File: src/rtl/xsimbus_rr_if.sv
// Bus bundle for xsimbus_rr: master request side plus device side.
// "master" is the interconnect's view (drives grants/strobes); "slave" is the attached environment's view.
interface xsimbus_rr_if #(
   parameter int N_MASTERS = 4,
   parameter int N_DEVICES = 32,
   parameter int ADDR_W    = 32,
   parameter int DATA_W    = 32,
   parameter int ID_W      = 5
);
   logic [N_MASTERS-1:0]        req_in;
   logic [N_MASTERS-1:0]        rw_in;
   logic [N_MASTERS*ADDR_W-1:0] addr_in;
   logic [N_MASTERS*DATA_W-1:0] wdata_in;
   logic [N_DEVICES*DATA_W-1:0] dev_rdata_in;
   logic [N_DEVICES-1:0]        dev_ready_in;
   logic [N_MASTERS-1:0]        grant_out;
   logic [N_DEVICES-1:0]        dev_sel_out;
   logic [ID_W-1:0]             master_id_out;
   logic [ID_W-1:0]             device_id_out;
   logic [ADDR_W-1:0]           addr_out;
   logic [DATA_W-1:0]           wdata_out;
   logic                        rw_out;
   logic [DATA_W-1:0]           rdata_out;
   logic [N_MASTERS-1:0]        ack_out;
   logic                        err_out;
   logic                        hold_flag_out;

   modport master (
      input  req_in, rw_in, addr_in, wdata_in, dev_rdata_in, dev_ready_in,
      output grant_out, dev_sel_out, master_id_out, device_id_out, addr_out,
             wdata_out, rw_out, rdata_out, ack_out, err_out, hold_flag_out
   );

   modport slave (
      output req_in, rw_in, addr_in, wdata_in, dev_rdata_in, dev_ready_in,
      input  grant_out, dev_sel_out, master_id_out, device_id_out, addr_out,
             wdata_out, rw_out, rdata_out, ack_out, err_out, hold_flag_out
   );
endinterface

File: src/rtl/xsimbus_rr.sv
// Round-robin single-transaction shared bus: arbitrate in IDLE, hold one slave in ACCESS
// until ready or timeout, then pulse ack to the owner for one cycle.
module xsimbus_rr #(
   parameter int N_MASTERS   = 4,
   parameter int N_DEVICES   = 32,
   parameter int ADDR_W      = 32,
   parameter int DATA_W      = 32,
   parameter int SEL_W       = 5,
   parameter int ID_W        = 5,
   parameter int TIMEOUT_CYC = 16
) (
   input  logic          clk,
   input  logic          rst,
   xsimbus_rr_if.master  bus
);
   localparam int MW = (N_MASTERS > 1) ? $clog2(N_MASTERS) : 1;
   localparam int CW = $clog2(TIMEOUT_CYC) + 1;

   typedef enum logic [1:0] {IDLE, ACCESS, ACK} state_t;

   state_t              state_q, state_d;
   logic [MW-1:0]       last_q, last_d;
   logic [CW-1:0]       cnt_q, cnt_d;
   logic [N_MASTERS-1:0] grant_q, grant_d;
   logic [ID_W-1:0]     mid_q, mid_d;
   logic [SEL_W-1:0]    dev_q, dev_d;
   logic [ADDR_W-1:0]   addr_q, addr_d;
   logic [DATA_W-1:0]   wdata_q, wdata_d;
   logic [DATA_W-1:0]   rdata_q, rdata_d;
   logic                rw_q, rw_d;
   logic                err_q, err_d;

   logic [ADDR_W-1:0]   m_addr  [N_MASTERS];
   logic [DATA_W-1:0]   m_wdata [N_MASTERS];
   logic [DATA_W-1:0]   d_rdata [N_DEVICES];
   logic [N_DEVICES-1:0] dev_sel;
   logic                sel_ready;
   logic [DATA_W-1:0]   sel_rdata;
   logic [MW-1:0]       win;
   logic                found;
   logic [SEL_W-1:0]    win_dev;

   genvar gi;
   generate
      for (gi = 0; gi < N_MASTERS; gi++) begin : g_master
         assign m_addr[gi]  = bus.addr_in[gi*ADDR_W +: ADDR_W];
         assign m_wdata[gi] = bus.wdata_in[gi*DATA_W +: DATA_W];
      end
      for (gi = 0; gi < N_DEVICES; gi++) begin : g_device
         assign d_rdata[gi] = bus.dev_rdata_in[gi*DATA_W +: DATA_W];
         assign dev_sel[gi] = (state_q == ACCESS) && (32'(dev_q) == gi);
      end
   endgenerate

   // Only the selected slave's ready/data can reach the FSM.
   always_comb begin
      sel_ready = 1'b0;
      sel_rdata = '0;
      for (int d = 0; d < N_DEVICES; d++) begin
         if (dev_sel[d]) begin
            sel_ready = bus.dev_ready_in[d];
            sel_rdata = d_rdata[d];
         end
      end
   end

   // Scan last+1, last+2, ... so the previous owner is considered last.
   always_comb begin
      win   = last_q;
      found = 1'b0;
      for (int k = 1; k <= N_MASTERS; k++) begin
         int            c;
         logic [MW-1:0] cand;
         c = int'(last_q) + k;
         if (c >= N_MASTERS) c = c - N_MASTERS;
         cand = MW'(c);
         if (!found && bus.req_in[cand]) begin
            found = 1'b1;
            win   = cand;
         end
      end
      win_dev = m_addr[win][ADDR_W-1 -: SEL_W];
   end

   always_comb begin
      state_d = state_q;
      last_d  = last_q;
      cnt_d   = cnt_q;
      grant_d = grant_q;
      mid_d   = mid_q;
      dev_d   = dev_q;
      addr_d  = addr_q;
      wdata_d = wdata_q;
      rdata_d = rdata_q;
      rw_d    = rw_q;
      err_d   = err_q;
      case (state_q)
         IDLE: begin
            if (found) begin
               grant_d      = '0;
               grant_d[win] = 1'b1;
               mid_d        = ID_W'(win);
               last_d       = win;
               addr_d       = m_addr[win];
               wdata_d      = m_wdata[win];
               rw_d         = bus.rw_in[win];
               dev_d        = win_dev;
               cnt_d        = '0;
               if (32'(win_dev) >= N_DEVICES) begin
                  state_d = ACK;
                  err_d   = 1'b1;
                  rdata_d = '1;
               end else begin
                  state_d = ACCESS;
               end
            end
         end
         ACCESS: begin
            if (sel_ready) begin
               state_d = ACK;
               err_d   = 1'b0;
               rdata_d = rw_q ? '0 : sel_rdata;
            end else if (cnt_q == CW'(TIMEOUT_CYC - 1)) begin
               state_d = ACK;
               err_d   = 1'b1;
               rdata_d = '1;
            end else begin
               cnt_d = cnt_q + CW'(1);
            end
         end
         ACK: begin
            state_d = IDLE;
            grant_d = '0;
            mid_d   = '0;
         end
         default: state_d = IDLE;
      endcase
   end

   always_ff @(posedge clk) begin
      if (rst) begin
         state_q <= IDLE;
         last_q  <= MW'(N_MASTERS - 1);
         cnt_q   <= '0;
         grant_q <= '0;
         mid_q   <= '0;
         dev_q   <= '0;
         addr_q  <= '0;
         wdata_q <= '0;
         rdata_q <= '0;
         rw_q    <= 1'b0;
         err_q   <= 1'b0;
      end else begin
         state_q <= state_d;
         last_q  <= last_d;
         cnt_q   <= cnt_d;
         grant_q <= grant_d;
         mid_q   <= mid_d;
         dev_q   <= dev_d;
         addr_q  <= addr_d;
         wdata_q <= wdata_d;
         rdata_q <= rdata_d;
         rw_q    <= rw_d;
         err_q   <= err_d;
      end
   end

   assign bus.grant_out     = grant_q;
   assign bus.dev_sel_out   = dev_sel;
   assign bus.master_id_out = mid_q;
   assign bus.device_id_out = ID_W'(dev_q);
   assign bus.addr_out      = addr_q;
   assign bus.wdata_out     = wdata_q;
   assign bus.rw_out        = rw_q;
   assign bus.rdata_out     = rdata_q;
   assign bus.ack_out       = (state_q == ACK) ? grant_q : '0;
   assign bus.err_out       = err_q;
   assign bus.hold_flag_out = (state_q != IDLE);
endmodule

File: src/flat_wrapper.sv
// flat-port wrapper written by rule: the top's interface ports become plain ports
module xsimbus_rr_flat 
#(
   parameter int N_MASTERS   = 4,
   parameter int N_DEVICES   = 32,
   parameter int ADDR_W      = 32,
   parameter int DATA_W      = 32,
   parameter int SEL_W       = 5,
   parameter int ID_W        = 5,
   parameter int TIMEOUT_CYC = 16
)
  (clk, rst, bus_req_in, bus_rw_in, bus_addr_in, bus_wdata_in, bus_dev_rdata_in, bus_dev_ready_in, bus_grant_out, bus_dev_sel_out, bus_master_id_out, bus_device_id_out, bus_addr_out, bus_wdata_out, bus_rw_out, bus_rdata_out, bus_ack_out, bus_err_out, bus_hold_flag_out);
  xsimbus_rr_if #(.N_MASTERS(N_MASTERS), .N_DEVICES(N_DEVICES), .ADDR_W(ADDR_W), .DATA_W(DATA_W), .ID_W(ID_W)) bus_i ();
  input  logic clk;
  input  logic rst;
  input wire logic [$bits(bus_i.req_in)-1:0] bus_req_in;
  input wire logic [$bits(bus_i.rw_in)-1:0] bus_rw_in;
  input wire logic [$bits(bus_i.addr_in)-1:0] bus_addr_in;
  input wire logic [$bits(bus_i.wdata_in)-1:0] bus_wdata_in;
  input wire logic [$bits(bus_i.dev_rdata_in)-1:0] bus_dev_rdata_in;
  input wire logic [$bits(bus_i.dev_ready_in)-1:0] bus_dev_ready_in;
  output wire logic [$bits(bus_i.grant_out)-1:0] bus_grant_out;
  output wire logic [$bits(bus_i.dev_sel_out)-1:0] bus_dev_sel_out;
  output wire logic [$bits(bus_i.master_id_out)-1:0] bus_master_id_out;
  output wire logic [$bits(bus_i.device_id_out)-1:0] bus_device_id_out;
  output wire logic [$bits(bus_i.addr_out)-1:0] bus_addr_out;
  output wire logic [$bits(bus_i.wdata_out)-1:0] bus_wdata_out;
  output wire logic [$bits(bus_i.rw_out)-1:0] bus_rw_out;
  output wire logic [$bits(bus_i.rdata_out)-1:0] bus_rdata_out;
  output wire logic [$bits(bus_i.ack_out)-1:0] bus_ack_out;
  output wire logic [$bits(bus_i.err_out)-1:0] bus_err_out;
  output wire logic [$bits(bus_i.hold_flag_out)-1:0] bus_hold_flag_out;
  assign bus_i.req_in = bus_req_in;
  assign bus_i.rw_in = bus_rw_in;
  assign bus_i.addr_in = bus_addr_in;
  assign bus_i.wdata_in = bus_wdata_in;
  assign bus_i.dev_rdata_in = bus_dev_rdata_in;
  assign bus_i.dev_ready_in = bus_dev_ready_in;
  assign bus_grant_out = bus_i.grant_out;
  assign bus_dev_sel_out = bus_i.dev_sel_out;
  assign bus_master_id_out = bus_i.master_id_out;
  assign bus_device_id_out = bus_i.device_id_out;
  assign bus_addr_out = bus_i.addr_out;
  assign bus_wdata_out = bus_i.wdata_out;
  assign bus_rw_out = bus_i.rw_out;
  assign bus_rdata_out = bus_i.rdata_out;
  assign bus_ack_out = bus_i.ack_out;
  assign bus_err_out = bus_i.err_out;
  assign bus_hold_flag_out = bus_i.hold_flag_out;
  xsimbus_rr #(.N_MASTERS(N_MASTERS), .N_DEVICES(N_DEVICES), .ADDR_W(ADDR_W), .DATA_W(DATA_W), .SEL_W(SEL_W), .ID_W(ID_W), .TIMEOUT_CYC(TIMEOUT_CYC)) u_core (.clk(clk), .rst(rst), .bus(bus_i));
endmodule
File: config.mk
export PLATFORM = sky130hd
export DESIGN_NAME = xsimbus_rr_flat
export DESIGN_NICKNAME = d
export VERILOG_FILES = /design/src/rtl/xsimbus_rr_if.sv /design/src/rtl/xsimbus_rr.sv /design/src/flat_wrapper.sv
export SDC_FILE = /design/constraint.sdc
export NUM_CORES = 1
export LEC_CHECK = 0
export ABC_AREA = 1
export CORE_AREA = 2 2 568 570
export DETAILED_ROUTE_END_ITERATION = 16
export DIE_AREA = 0 0 570 572
export GPL_TIMING_DRIVEN = 0
export HOLD_SLACK_MARGIN = 0.03
export PLACE_DENSITY_LB_ADDON = 0.08
export SETUP_SLACK_MARGIN = 0.05
export SYNTH_ARGS = -nofsm -noshare
export SYNTH_HDL_FRONTEND = slang
export SYNTH_SLANG_ARGS = --single-unit
File: constraint.sdc
create_clock -name clk -period 3.3 [get_ports clk]
set_clock_uncertainty 0.2 [all_clocks]
set_input_delay 0.495 -clock clk [delete_from_list [all_inputs] [get_ports clk]]
set_output_delay 0.495 -clock clk [all_outputs]
set_load 0.02 [all_outputs]
==> impl_metrics.toml, run 1 <==
[run_status]
outcome = "finished with violations"
failed_checks = "setup timing"

[sta]
relSlewSlack_pct = 15.4
grt_setup_unrepaired = "yes"
final_critical_path_setup_slack_ns = -1.87
maxSlewViolCount = 0
finalHoldViolations = 0
setup-violations-final = 44
post-route-period-util_pct = 157
layout_min_cycle_time_ns = 5.17
setup-tns-final_ns = -62.09
achievable-frequency_mhz = 193
fin_hold_ws_ns = 0.265
tightest_slew_ns = 1.27

[clock_tree]
cts_tree = "done"
clk_pin_slew_ns = 0.05
clock-root-buffer = "sky130_fd_sc_hd__clkbuf_16"
numCtsBuffers = 25
worstSkewPairLatency_ns = 0.53
cts_hold_buffers = 0
clock_tree.buffer_depth = 3
cts.sink_count = 113
number_of_levels_the_h_tree_was_split_into = 4

[synthesis]
yosysWarningCount = 0
synth-edff-count = 0
ys_async_sr_fraction_pct = 0
synthDistinctLibCells = 39
synthesis.area_per_instance_um2 = 5.11
mappedNetlistArea_um2 = 14900
synth-seq-area-share_pct = 15.2
netlist_instances = 2918
ys_dominant_reg_cell = "sky130_fd_sc_hd__dfxtp_1"
synth.ff_latch_count = 113

[place]
placedInstanceArea_um2 = 35200
placedCellCount = 8604
place_congestion = 0.841
detailedPlace.worstSlack_ns = -4.23
number_of_buffers_added_on_ports = 1467
dpl.hpwl_um = 238000

[floorplan]
core_um2 = 320000
rows = 208
die_area_um2 = 326000
floorplan.die.height_um = 572
initial_core_util_pct = 4.66
ioPinCount = 1471
chipWidth_um = 570

[global_route]
grt_pass1_wl_um = 330000
number_of_antenna_violations_at_the_first_check_in_global_routing = 159
overflow = 0
grt_max_degree = 17
grt_use_total_pct = 15.8
first_global_vias = 28600

[critical_path]
crit_fanout = 8
worstSetupPathType = "flip-flop to flip-flop"
type_of_origin_of_the_critical_path = "flip-flop"
critical_path.max_stage_delay_ns = 0.36
cp-end-kind = "flip-flop"
path_buf_inv = 6
worstPathRequired_ns = 3.49
timing.critical_path.mode_cell = "sky130_fd_sc_hd__nand4_1"
crit_family = "simple AND/OR/NAND/NOR gates"
master_of_the_slowest_instance_on_the_critical_path = "sky130_fd_sc_hd__dfxtp_4"
critPathArrivalTime_ns = 5.36

[layout]
final_cell_area_um2 = 38700
layout.cells.most_common = "sky130_fd_sc_hd__clkdlybuf4s50_1"
final_core_utilization_pct = 12.1
num-nets-final = 5842
flow.area_growth_from_synthesis_pct = 159
drive_gt1_share_pct = 12.9
post_layout_nonfiller_instances = 8765
layout.cells.most_common_list = "sky130_fd_sc_hd__clkdlybuf4s50_1 (1439), sky130_fd_sc_hd__nand2_1 (1102), sky130_fd_sc_hd__inv_1 (290)"

[power]
total_leakage_power_nw = 14.1
vdd_drop_max_mv = 0.369
powerDensity_nw_per_um2 = 586
report.power.total_mw = 22.7

[route]
via_count_normalized_by_instance_count = 3.08
drt-pass1-iter-count = 5
routed-via-count = 27000
postRouteAntennaNets = 0
routed_wl_um = 269000
post-route-drc-count = 0
detail_route.iter0.violations = 1234
drt-wirelength-per-cell_um = 30.7

[flow_run]
max-cap-violations = 0

[worst_hold_path]
hold_path.class = "flip-flop to flip-flop"
==> layout make-up <==
type | count | area, µm²
diodes | 42 | 105
plain buffers | 186 | 1540
clock buffers | 29 | 661
clock inverters | 3 | 17.5
fillers | 37400 | 281000
inverters | 306 | 1160
multi-input cells | 2312 | 11700
flip-flops and latches | 113 | 2290
well taps | 4200 | 5260
repair buffers | 1574 | 16000
==> kinds of logic (layout without fill, tap and decap cells) <==
logic type / Yosys count / after routing / share of synthesized area (%)
xor gates and xnor gates: 2 / 2 / 0.118
other: 1 / 45 / 0.0252
and+or+nand+nor: 1933 / 1933 / 56.1
DFF: 113 / 113 / 15.2
AOI/OAI and AO/OA: 372 / 372 / 15.3
adders and majority gates: 2 / 2 / 0.168
buffers and inverters: 495 / 2098 / 13.1
==> path summary, 6_finish.rpt <==
path	cells past startpoint	slack [ns]	endpoint	from
setup / recovery	28	-1.87	u_core.bus.rdata_out[2]	u_core.state_q[0]
hold / removal	2	0.27	u_core.bus.rdata_out[4]	u_core.bus.rdata_out[4]
setup reg to reg	28	-1.87	u_core.bus.rdata_out[2]	u_core.state_q[0]
hold reg to reg	2	0.27	u_core.bus.rdata_out[4]	u_core.bus.rdata_out[4]
==> power by group <==
group	internal (mW)	switching, mW
Sequential	1.88	0.397
Clock	1.39	0.912
Combinational	6.12	12.0
Total	9.40	13.3
==> synth_stat cells, types with 2 or more instances <==
library cell / count / area share (%)
sky130_fd_sc_hd__a21oi_1: 122 / 4.1
sky130_fd_sc_hd__a22oi_1: 65 / 3.3
sky130_fd_sc_hd__a41oi_1: 65 / 3.8
sky130_fd_sc_hd__and3_1: 2 / 0.084
sky130_fd_sc_hd__buf_1: 11 / 0.28
sky130_fd_sc_hd__buf_2: 22 / 0.74
sky130_fd_sc_hd__buf_4: 10 / 0.50
sky130_fd_sc_hd__buf_6: 3 / 0.23
sky130_fd_sc_hd__clkbuf_1: 142 / 3.6
sky130_fd_sc_hd__dfxtp_1: 113 / 15
sky130_fd_sc_hd__ha_1: 2 / 0.17
sky130_fd_sc_hd__inv_1: 298 / 7.5
sky130_fd_sc_hd__inv_2: 7 / 0.18
sky130_fd_sc_hd__nand2_1: 1142 / 29
sky130_fd_sc_hd__nand2_2: 4 / 0.17
sky130_fd_sc_hd__nand2_4: 2 / 0.15
sky130_fd_sc_hd__nand3_1: 145 / 4.9
sky130_fd_sc_hd__nand3b_1: 24 / 1.2
sky130_fd_sc_hd__nand4_1: 187 / 7.8
sky130_fd_sc_hd__nor2_1: 306 / 7.7
sky130_fd_sc_hd__nor2_2: 4 / 0.17
sky130_fd_sc_hd__nor2_4: 4 / 0.30
sky130_fd_sc_hd__nor3_1: 2 / 0.067
sky130_fd_sc_hd__nor3b_1: 2 / 0.10
sky130_fd_sc_hd__o21ai_0: 115 / 3.9
sky130_fd_sc_hd__o21ai_1: 2 / 0.067
sky130_fd_sc_hd__or2_0: 3 / 0.13
sky130_fd_sc_hd__or2_2: 102 / 4.3
sky130_fd_sc_hd__xor2_1: 2 / 0.12
==> state kept, by name, summed over array words and instances, names as in the netlist <==
signal	flops
u_core.bus.addr_out	31
u_core.bus.device_id_out	1
u_core.bus.err_out	1
u_core.bus.grant_out	4
u_core.bus.master_id_out	2
u_core.bus.rdata_out	32
u_core.bus.rw_out	1
u_core.bus.wdata_out	32
u_core.cnt_q	5
u_core.last_q	2
u_core.state_q	2
==> repair_timing <==
| action | in CTS | in global routing |
|---|---|---|
| resized for setup | 488 | 186 |
| pin swaps | 89 | 106 |
| buffers inserted | 70 | 14 |
| cloned | 4 | 3 |
| setup endpoints to repair | 139 | 116 |
==> worst min-delay path: stages (launching register included) <==
cell	delay [ns]
sky130_fd_sc_hd__dfxtp_1	0.33
sky130_fd_sc_hd__o21ai_1	0.07
sky130_fd_sc_hd__inv_1	0.04
==> routing by layer <==
layer | up-vias | GRT usage, % | wire length (µm)
met5 | - | 0 | 633
met4 | 102 | 2.65 | 4370
met3 | 246 | 4.86 | 21100
met2 | 1224 | 28.8 | 135000
met1 | 12800 | 18.1 | 108000
li1 | 12700 | - | -
No activity file was read; power rests on OpenSTA's default activity.
==> run 2, diff against run 1 <==
--- a/config.mk
+++ b/config.mk
@@ -6,9 +6,11 @@
 export NUM_CORES = 1
 export LEC_CHECK = 0
 export ABC_AREA = 1
-export CORE_AREA = 2 2 568 570
+export CELL_PAD_IN_SITES_DETAIL_PLACEMENT = 1
+export CELL_PAD_IN_SITES_GLOBAL_PLACEMENT = 1
+export CORE_AREA = 10 10 563 565
 export DETAILED_ROUTE_END_ITERATION = 16
-export DIE_AREA = 0 0 570 572
+export DIE_AREA = 0 0 573 575
 export GPL_TIMING_DRIVEN = 0
 export HOLD_SLACK_MARGIN = 0.03
 export PLACE_DENSITY_LB_ADDON = 0.08
==> run 2 against run 1 <==
  * Sequential share of layout area is essentially flat
  * Via count increased by 0.61%
  * Sequential power barely moved
  * Global-route usage is 0.21 points higher
  * Critical path depth down 2
  * Critical path type unchanged
  * Routed wire length increased by 3.5%
  * Die area rose by 1.1%
  * Total power is 2.0% lower
  * Utilization grew 0.55 points
  * Critical endpoint unchanged
  * The flow still finishes with violations (setup timing)
  * Non-clock buffer count increased by 17
==> impl_metrics.toml, run 2 (synthesized netlist as in run 1, its figures left out) <==
[critical_path]
worstSetupStartpoint = "u_core.state_q[0]"
worst_r2r_path_depth = 26
cp-end-kind = "flip-flop"
ff2ff_setup_slack_ns = -1.91
worstSetupEndpoint = "u_core.bus.rdata_out[2]"
worstPathRequired_ns = 3.50
master_of_the_slowest_instance_on_the_critical_path = "sky130_fd_sc_hd__nand4_1"
worst_reg2reg_startpoint = "u_core.state_q[0]"
critical_path.max_stage_delay_ns = 0.47
type_of_origin_of_the_critical_path = "flip-flop"
crit_fanout = 6
worstSetupPathType = "flip-flop to flip-flop"
worst_r2r_endpoint = "u_core.bus.rdata_out[2]"
critPathArrivalTime_ns = 5.41

[place]
placedInstanceArea_um2 = 35000
number_of_buffers_added_on_ports = 1467
place_congestion = 0.791
dpl.hpwl_um = 247000

[clock_tree]
cts_tree = "done"
clock-root-buffer = "sky130_fd_sc_hd__clkbuf_16"
clk_pin_slew_ns = 0.06
cts_hold_buffers = 0
clock_tree.buffer_depth = 3
worstSkewPairLatency_ns = 0.54
number_of_levels_the_h_tree_was_split_into = 4
numCtsBuffers = 25
cts.sink_count = 113

[floorplan]
core_um2 = 305000
initial_core_util_pct = 4.89
chipWidth_um = 573
rows = 203
floorplan.die.height_um = 575
die_area_um2 = 329000
ioPinCount = 1471

[global_route]
number_of_antenna_violations_at_the_first_check_in_global_routing = 239
grt_pass1_wl_um = 345000
first_global_vias = 29600
grt_use_total_pct = 16.0
overflow = 0
grt_max_degree = 13

[route]
routed-via-count = 27200
postRouteAntennaNets = 0
drt-wirelength-per-cell_um = 32.0
routed_wl_um = 278000
detail_route.iter0.violations = 988
post-route-drc-count = 0
drt-pass1-iter-count = 5
via_count_normalized_by_instance_count = 3.13

[sta]
layout_min_cycle_time_ns = 5.21
setup-tns-final_ns = -60.53
grt_setup_unrepaired = "yes"
final_critical_path_setup_slack_ns = -1.91
relSlewSlack_pct = 30.9
achievable-frequency_mhz = 192
maxSlewViolCount = 0
finalHoldViolations = 0
post-route-period-util_pct = 158
setup-violations-final = 44
tightest_slew_ns = 1.04

[power]
p_int_mw = 9.28
powerDensity_nw_per_um2 = 576
combinationalPowerShare_pct = 79.3
total_leakage_power_nw = 14.3
pwr-share-clk_pct = 10.5
seq_power_share_pct = 10.2
net_switching_mw = 12.9
vdd_drop_max_mv = 0.338
switching_share_pct = 58.2

[layout]
layout.cells.most_common_list = "sky130_fd_sc_hd__clkdlybuf4s50_1 (1440), sky130_fd_sc_hd__nand2_1 (1102), sky130_fd_sc_hd__inv_1 (289)"
flow.area_growth_from_synthesis_pct = 159
num-nets-final = 5859
final_core_utilization_pct = 12.6
final_cell_area_um2 = 38500
layout.cells.most_common = "sky130_fd_sc_hd__clkdlybuf4s50_1"
drive_gt1_share_pct = 13.2

[flow_run]
max-cap-violations = 0

[run_status]
outcome = "finished with violations"
failed_checks = "setup timing"

[worst_hold_path]
hold_path.class = "flip-flop to flip-flop"
hold_path_origin = "u_core.bus.rdata_out[4]"
## run 2: how the worst min path moves through the flow
stage / endpoint / slack [ns] / depth (start not counted)
after floorplan: u_core.cnt_q[3] / 0.26 / 2
after global placement: u_core.bus.rdata_out[4] / 0.24 / 2
after detailed placement: u_core.bus.rdata_out[4] / 0.26 / 2
after CTS: u_core.bus.rdata_out[4] / 0.28 / 2
after global routing: u_core.cnt_q[3] / 0.32 / 2
final: u_core.bus.rdata_out[4] / 0.28 / 2
## run 2: repair_timing
action                     4_1_cts  5_1_grt
hold endpoints to repair         0        0
resized for setup              479      193
gates cloned                     0        3
setup endpoints to repair      143      132
buffers inserted                55       51
pin swaps                       66       84
## run 2: layer usage
| metal | share of wire (%) | vias to the layer above | routed length (µm) | track usage, % |
|---|---|---|---|---|
| met2 | 52 | 1205 | 146000 | 30.6 |
| met5 | 0.33 | - | 913 | 0 |
| met4 | 1.3 | 140 | 3600 | 1.70 |
| met1 | 38 | 12700 | 106000 | 17.2 |
| met3 | 8.2 | 364 | 22800 | 5.93 |
| li1 | - | 12800 | - | - |
## run 2: layout make-up
class,instances,area [µm²]
Buffer,188,1580
Sequential cell,113,2290
Fill cell,36600,267000
Antenna cell,54,135
Clock buffer,29,651
Timing Repair Buffer,1589,16000
Tap cell,4100,5130
Multi-Input combinational cell,2312,11500
Clock inverter,3,40.0
Inverter,306,1160
## run 2: through the flow
| stage | total power [mW] | hold WS, ns | cells | worst slack, ns |
|---|---|---|---|---|
| 2_1_floorplan | 8.30 | 0.265 | 2920 | 0.376 |
| 3_3_place_gp | 18.9 | 0.241 | 8487 | -4.54 |
| 3_5_place_dp | 18.9 | 0.264 | 8501 | -4.60 |
| 4_1_cts | 22.4 | 0.281 | 8587 | -2.55 |
| 5_1_grt | 24.1 | 0.316 | 8651 | -2.35 |
| 6_report | 22.2 | 0.276 | 8694 | -1.91 |
## run 2: critical path: cells and delay by family, from the launching register on
kind                   cells  cell delay (ns)
buffers and inverters      5             0.52
DFF                        1             0.37
and+or+nand+nor           21             3.93
## run 2: power by group through the flow
stage	sequential (mW)	combinational, mW	clock [mW]
2_1_floorplan	2.64	5.67	0
3_3_place_gp	2.29	16.6	0
3_5_place_dp	2.30	16.6	0
4_1_cts	2.28	17.7	2.45
5_1_grt	2.33	19.3	2.47
6_report	2.26	17.6	2.34
==> run 3, diff against run 2 <==
--- a/config.mk
+++ b/config.mk
@@ -9,6 +9,7 @@
 export CELL_PAD_IN_SITES_DETAIL_PLACEMENT = 1
 export CELL_PAD_IN_SITES_GLOBAL_PLACEMENT = 1
 export CORE_AREA = 10 10 563 565
+export CTS_BUF_LIST = sky130_fd_sc_hd__clkbuf_4
 export DETAILED_ROUTE_END_ITERATION = 16
 export DIE_AREA = 0 0 573 575
 export GPL_TIMING_DRIVEN = 0
==> run 3 against run 2 <==
  * Register-to-register slack lost 0.07 ns
  * The flow still finishes with violations (setup timing)
  * Worst hold slack lost 0.16 ns
  * Sequential power is essentially flat
  * Count of clock-buffer cells in the layout shrank 1
  * Final area shrank 0.60%
  * Total power shrank 4.7%
  * Maximum frequency shrank 1.3%
  * Non-clock buffer count grew 6
  * Clock power shrank 47%
  * Global-route usage is essentially flat
  * Setup slack lost 0.069 ns
  * Via count grew 0.16%
==> impl_metrics.toml, run 3 (synthesized netlist as in run 1, its figures left out) <==
[run_status]
outcome = "finished with violations"
failed_checks = "setup timing"

[place]
dpl.hpwl_um = 247000
placedInstanceArea_um2 = 35000
place_congestion = 0.791
number_of_buffers_added_on_ports = 1467
detailedPlace.worstSlack_ns = -4.60

[route]
routed_wl_um = 279000
drt-pass1-iter-count = 5
postRouteAntennaNets = 0
post-route-drc-count = 0
drt-wirelength-per-cell_um = 32.1
detail_route.iter0.violations = 962
via_count_normalized_by_instance_count = 3.13
routed-via-count = 27200

[sta]
finalHoldViolations = 0
setup-violations-final = 50
grt_setup_unrepaired = "yes"
final_critical_path_setup_slack_ns = -1.98
maxSlewViolCount = 0
achievable-frequency_mhz = 189
layout_min_cycle_time_ns = 5.28
tightest_slew_ns = 1.07
post-route-period-util_pct = 160
fin_hold_ws_ns = 0.115
relSlewSlack_pct = 28.5

[global_route]
grt_pass1_wl_um = 346000
met3_global_route_usage_pct = 5.88
grt_use_met2_pct = 30.7
grt_use_total_pct = 16.1
top_usage_layer = "met2"
first_global_vias = 29700
global_route.usage.met1_pct = 17.3
grt_max_degree = 13
number_of_antenna_violations_at_the_first_check_in_global_routing = 240
overflow = 0

[floorplan]
chipWidth_um = 573
floorplan.die.height_um = 575
ioPinCount = 1471
die_area_um2 = 329000
core_um2 = 305000
initial_core_util_pct = 4.89
rows = 203

[layout]
num-fill-cells = 36600
num-nets-final = 5865
layout.cells.most_common_list = "sky130_fd_sc_hd__clkdlybuf4s50_1 (1436), sky130_fd_sc_hd__nand2_1 (1104), sky130_fd_sc_hd__inv_1 (285)"
flow.area_growth_from_synthesis_pct = 157
final_core_utilization_pct = 12.6
layout.cells.most_common = "sky130_fd_sc_hd__clkdlybuf4s50_1"
final_cell_area_um2 = 38300
drive_gt1_share_pct = 12.9

[critical_path]
ff2ff_setup_slack_ns = -1.98
worstPathRequired_ns = 3.71
crit_family = "simple AND/OR/NAND/NOR gates"
worst_r2r_endpoint = "u_core.bus.rdata_out[2]"
critPathArrivalTime_ns = 5.69
path_buf_inv = 4
cp_num_cells = 27
timing.critical_path.mode_cell = "sky130_fd_sc_hd__nand4_1"
type_of_origin_of_the_critical_path = "flip-flop"
worstSetupPathType = "flip-flop to flip-flop"
worst_r2r_path_depth = 27
critical_path.max_stage_delay_ns = 0.47
crit_fanout = 5
cp-end-kind = "flip-flop"
master_of_the_slowest_instance_on_the_critical_path = "sky130_fd_sc_hd__nand4_1"
worst_reg2reg_startpoint = "u_core.bus.addr_out[27]"

[power]
p_int_mw = 8.31
net_switching_mw = 12.8
powerDensity_nw_per_um2 = 552
total_leakage_power_nw = 14.1
seq_power_share_pct = 10.6
vdd_drop_max_mv = 0.403
switching_share_pct = 60.7
combinationalPowerShare_pct = 83.6
report.power.total_mw = 21.2
pwr-share-clk_pct = 5.9

[clock_tree]
clock_tree.buffer_depth = 3
number_of_levels_the_h_tree_was_split_into = 4
worstSkewPairLatency_ns = 0.80
cts.sink_count = 113
clock-root-buffer = "sky130_fd_sc_hd__clkbuf_4"
cts_tree = "done"
numCtsBuffers = 25
clk_pin_slew_ns = 0.18

[worst_hold_path]
hold_path.class = "input port to flip-flop"
hold_depth = 3
hold_path_origin = "bus_addr_in[53]"
min_delay_worst_endpoint = "u_core.bus.addr_out[21]"

[flow_run]
max-cap-violations = 0
[run 3: cell count changes in the layout (fill, tap and decap cells not counted), sizes merged, moves of 2 or more]
cell	previous run	this run
diode	54	48
clkbuf	165	169
clkdlybuf4s15	6	4
dlymetal6s2s	2	0
dlygate4sd2	2	0
dlygate4sd3	0	14
clkdlybuf4s50	1440	1436
buf	191	188
[run 3: stage by stage]
step | TNS [ns] | instances
3_3_place_gp | -252.37 | 8487
2_1_floorplan | 0 | 2920
6_report | -63.06 | 8694
5_1_grt | -85.54 | 8660
3_5_place_dp | -238.29 | 8501
4_1_cts | -86.59 | 8621
[run 3: worst max-delay path by stage]
stage          slack, ns                    start                 endpoint
6_report           -1.98  u_core.bus.addr_out[27]  u_core.bus.rdata_out[2]
3_5_place_dp       -4.60  u_core.bus.addr_out[28]  u_core.bus.rdata_out[2]
2_1_floorplan       0.38  u_core.bus.addr_out[30]  u_core.bus.rdata_out[8]
5_1_grt            -2.41  u_core.bus.addr_out[27]  u_core.bus.rdata_out[2]
3_3_place_gp       -4.54  u_core.bus.addr_out[28]  u_core.bus.rdata_out[2]
4_1_cts            -2.58  u_core.bus.addr_out[28]  u_core.bus.rdata_out[2]
[run 3: worst register-to-register path: stages, from the launching register on]
cell and delay, ns:
sky130_fd_sc_hd__dfxtp_4 0.46, sky130_fd_sc_hd__inv_2 0.07, sky130_fd_sc_hd__nand2_2 0.11, sky130_fd_sc_hd__inv_2 0.07, sky130_fd_sc_hd__nand2_4 0.07, sky130_fd_sc_hd__nor2_4 0.05, sky130_fd_sc_hd__buf_6 0.13, sky130_fd_sc_hd__nand2_2 0.06
sky130_fd_sc_hd__nand3_2 0.11, sky130_fd_sc_hd__nand3b_1 0.27, sky130_fd_sc_hd__nand2_1 0.13, sky130_fd_sc_hd__nand4_1 0.47, sky130_fd_sc_hd__nor2_2 0.29, sky130_fd_sc_hd__nand3_2 0.17, sky130_fd_sc_hd__nor2_4 0.34, sky130_fd_sc_hd__nand3_2 0.13
sky130_fd_sc_hd__nand2_2 0.09, sky130_fd_sc_hd__nand4_1 0.18, sky130_fd_sc_hd__nor2_4 0.21, sky130_fd_sc_hd__nand4_1 0.28, sky130_fd_sc_hd__nor2_2 0.21, sky130_fd_sc_hd__nand4_1 0.33, sky130_fd_sc_hd__nor2_4 0.26, sky130_fd_sc_hd__nand4_1 0.14
sky130_fd_sc_hd__nand2_2 0.11, sky130_fd_sc_hd__nand2_1 0.05, sky130_fd_sc_hd__nand2_1 0.06, sky130_fd_sc_hd__inv_1 0.04
[run 3: power groups by stage]
| stage | Combinational [mW] | Clock [mW] | Sequential, mW |
|---|---|---|---|
| 6_report | 17.7 | 1.24 | 2.24 |
| 5_1_grt | 19.3 | 1.35 | 2.31 |
| 4_1_cts | 18.0 | 1.33 | 2.26 |
| 3_5_place_dp | 16.6 | 0 | 2.30 |
| 3_3_place_gp | 16.6 | 0 | 2.29 |
| 2_1_floorplan | 5.67 | 0 | 2.64 |
[run 3: final cells by class]
cell class	instances	area, µm²	share of cell area (%)
tap	4100	5130	13.4
timing repair buffer	1596	16100	42.1
multi-input combinational	2312	11500	30.1
buffer	187	1680	4.38
sequential	113	2290	5.97
antenna	48	120	0.314
inverter	306	1170	3.04
clock buffer	28	210	0.549
clock inverter	4	43.8	0.114
[run 3: repair_timing]
item / 4_1_cts / 5_1_grt
setup buffers: 75 / 22
gates resized for setup: 613 / 119
pin swaps: 50 / 87
endpoints found under the setup margin: 150 / 135
hold buffers: 14 / 0
hold endpoints to repair: 10 / 0
cloned: 0 / 5
[run 3: layer usage]
layer  vias up  part of all wire, %  routed length, µm
met2      1176                   52             146000
met1     12800                   38             106000
met4       146                  1.2               3450
li1      12700                    -                  -
met3       382                  8.1              22700
met5         -                 0.35                975
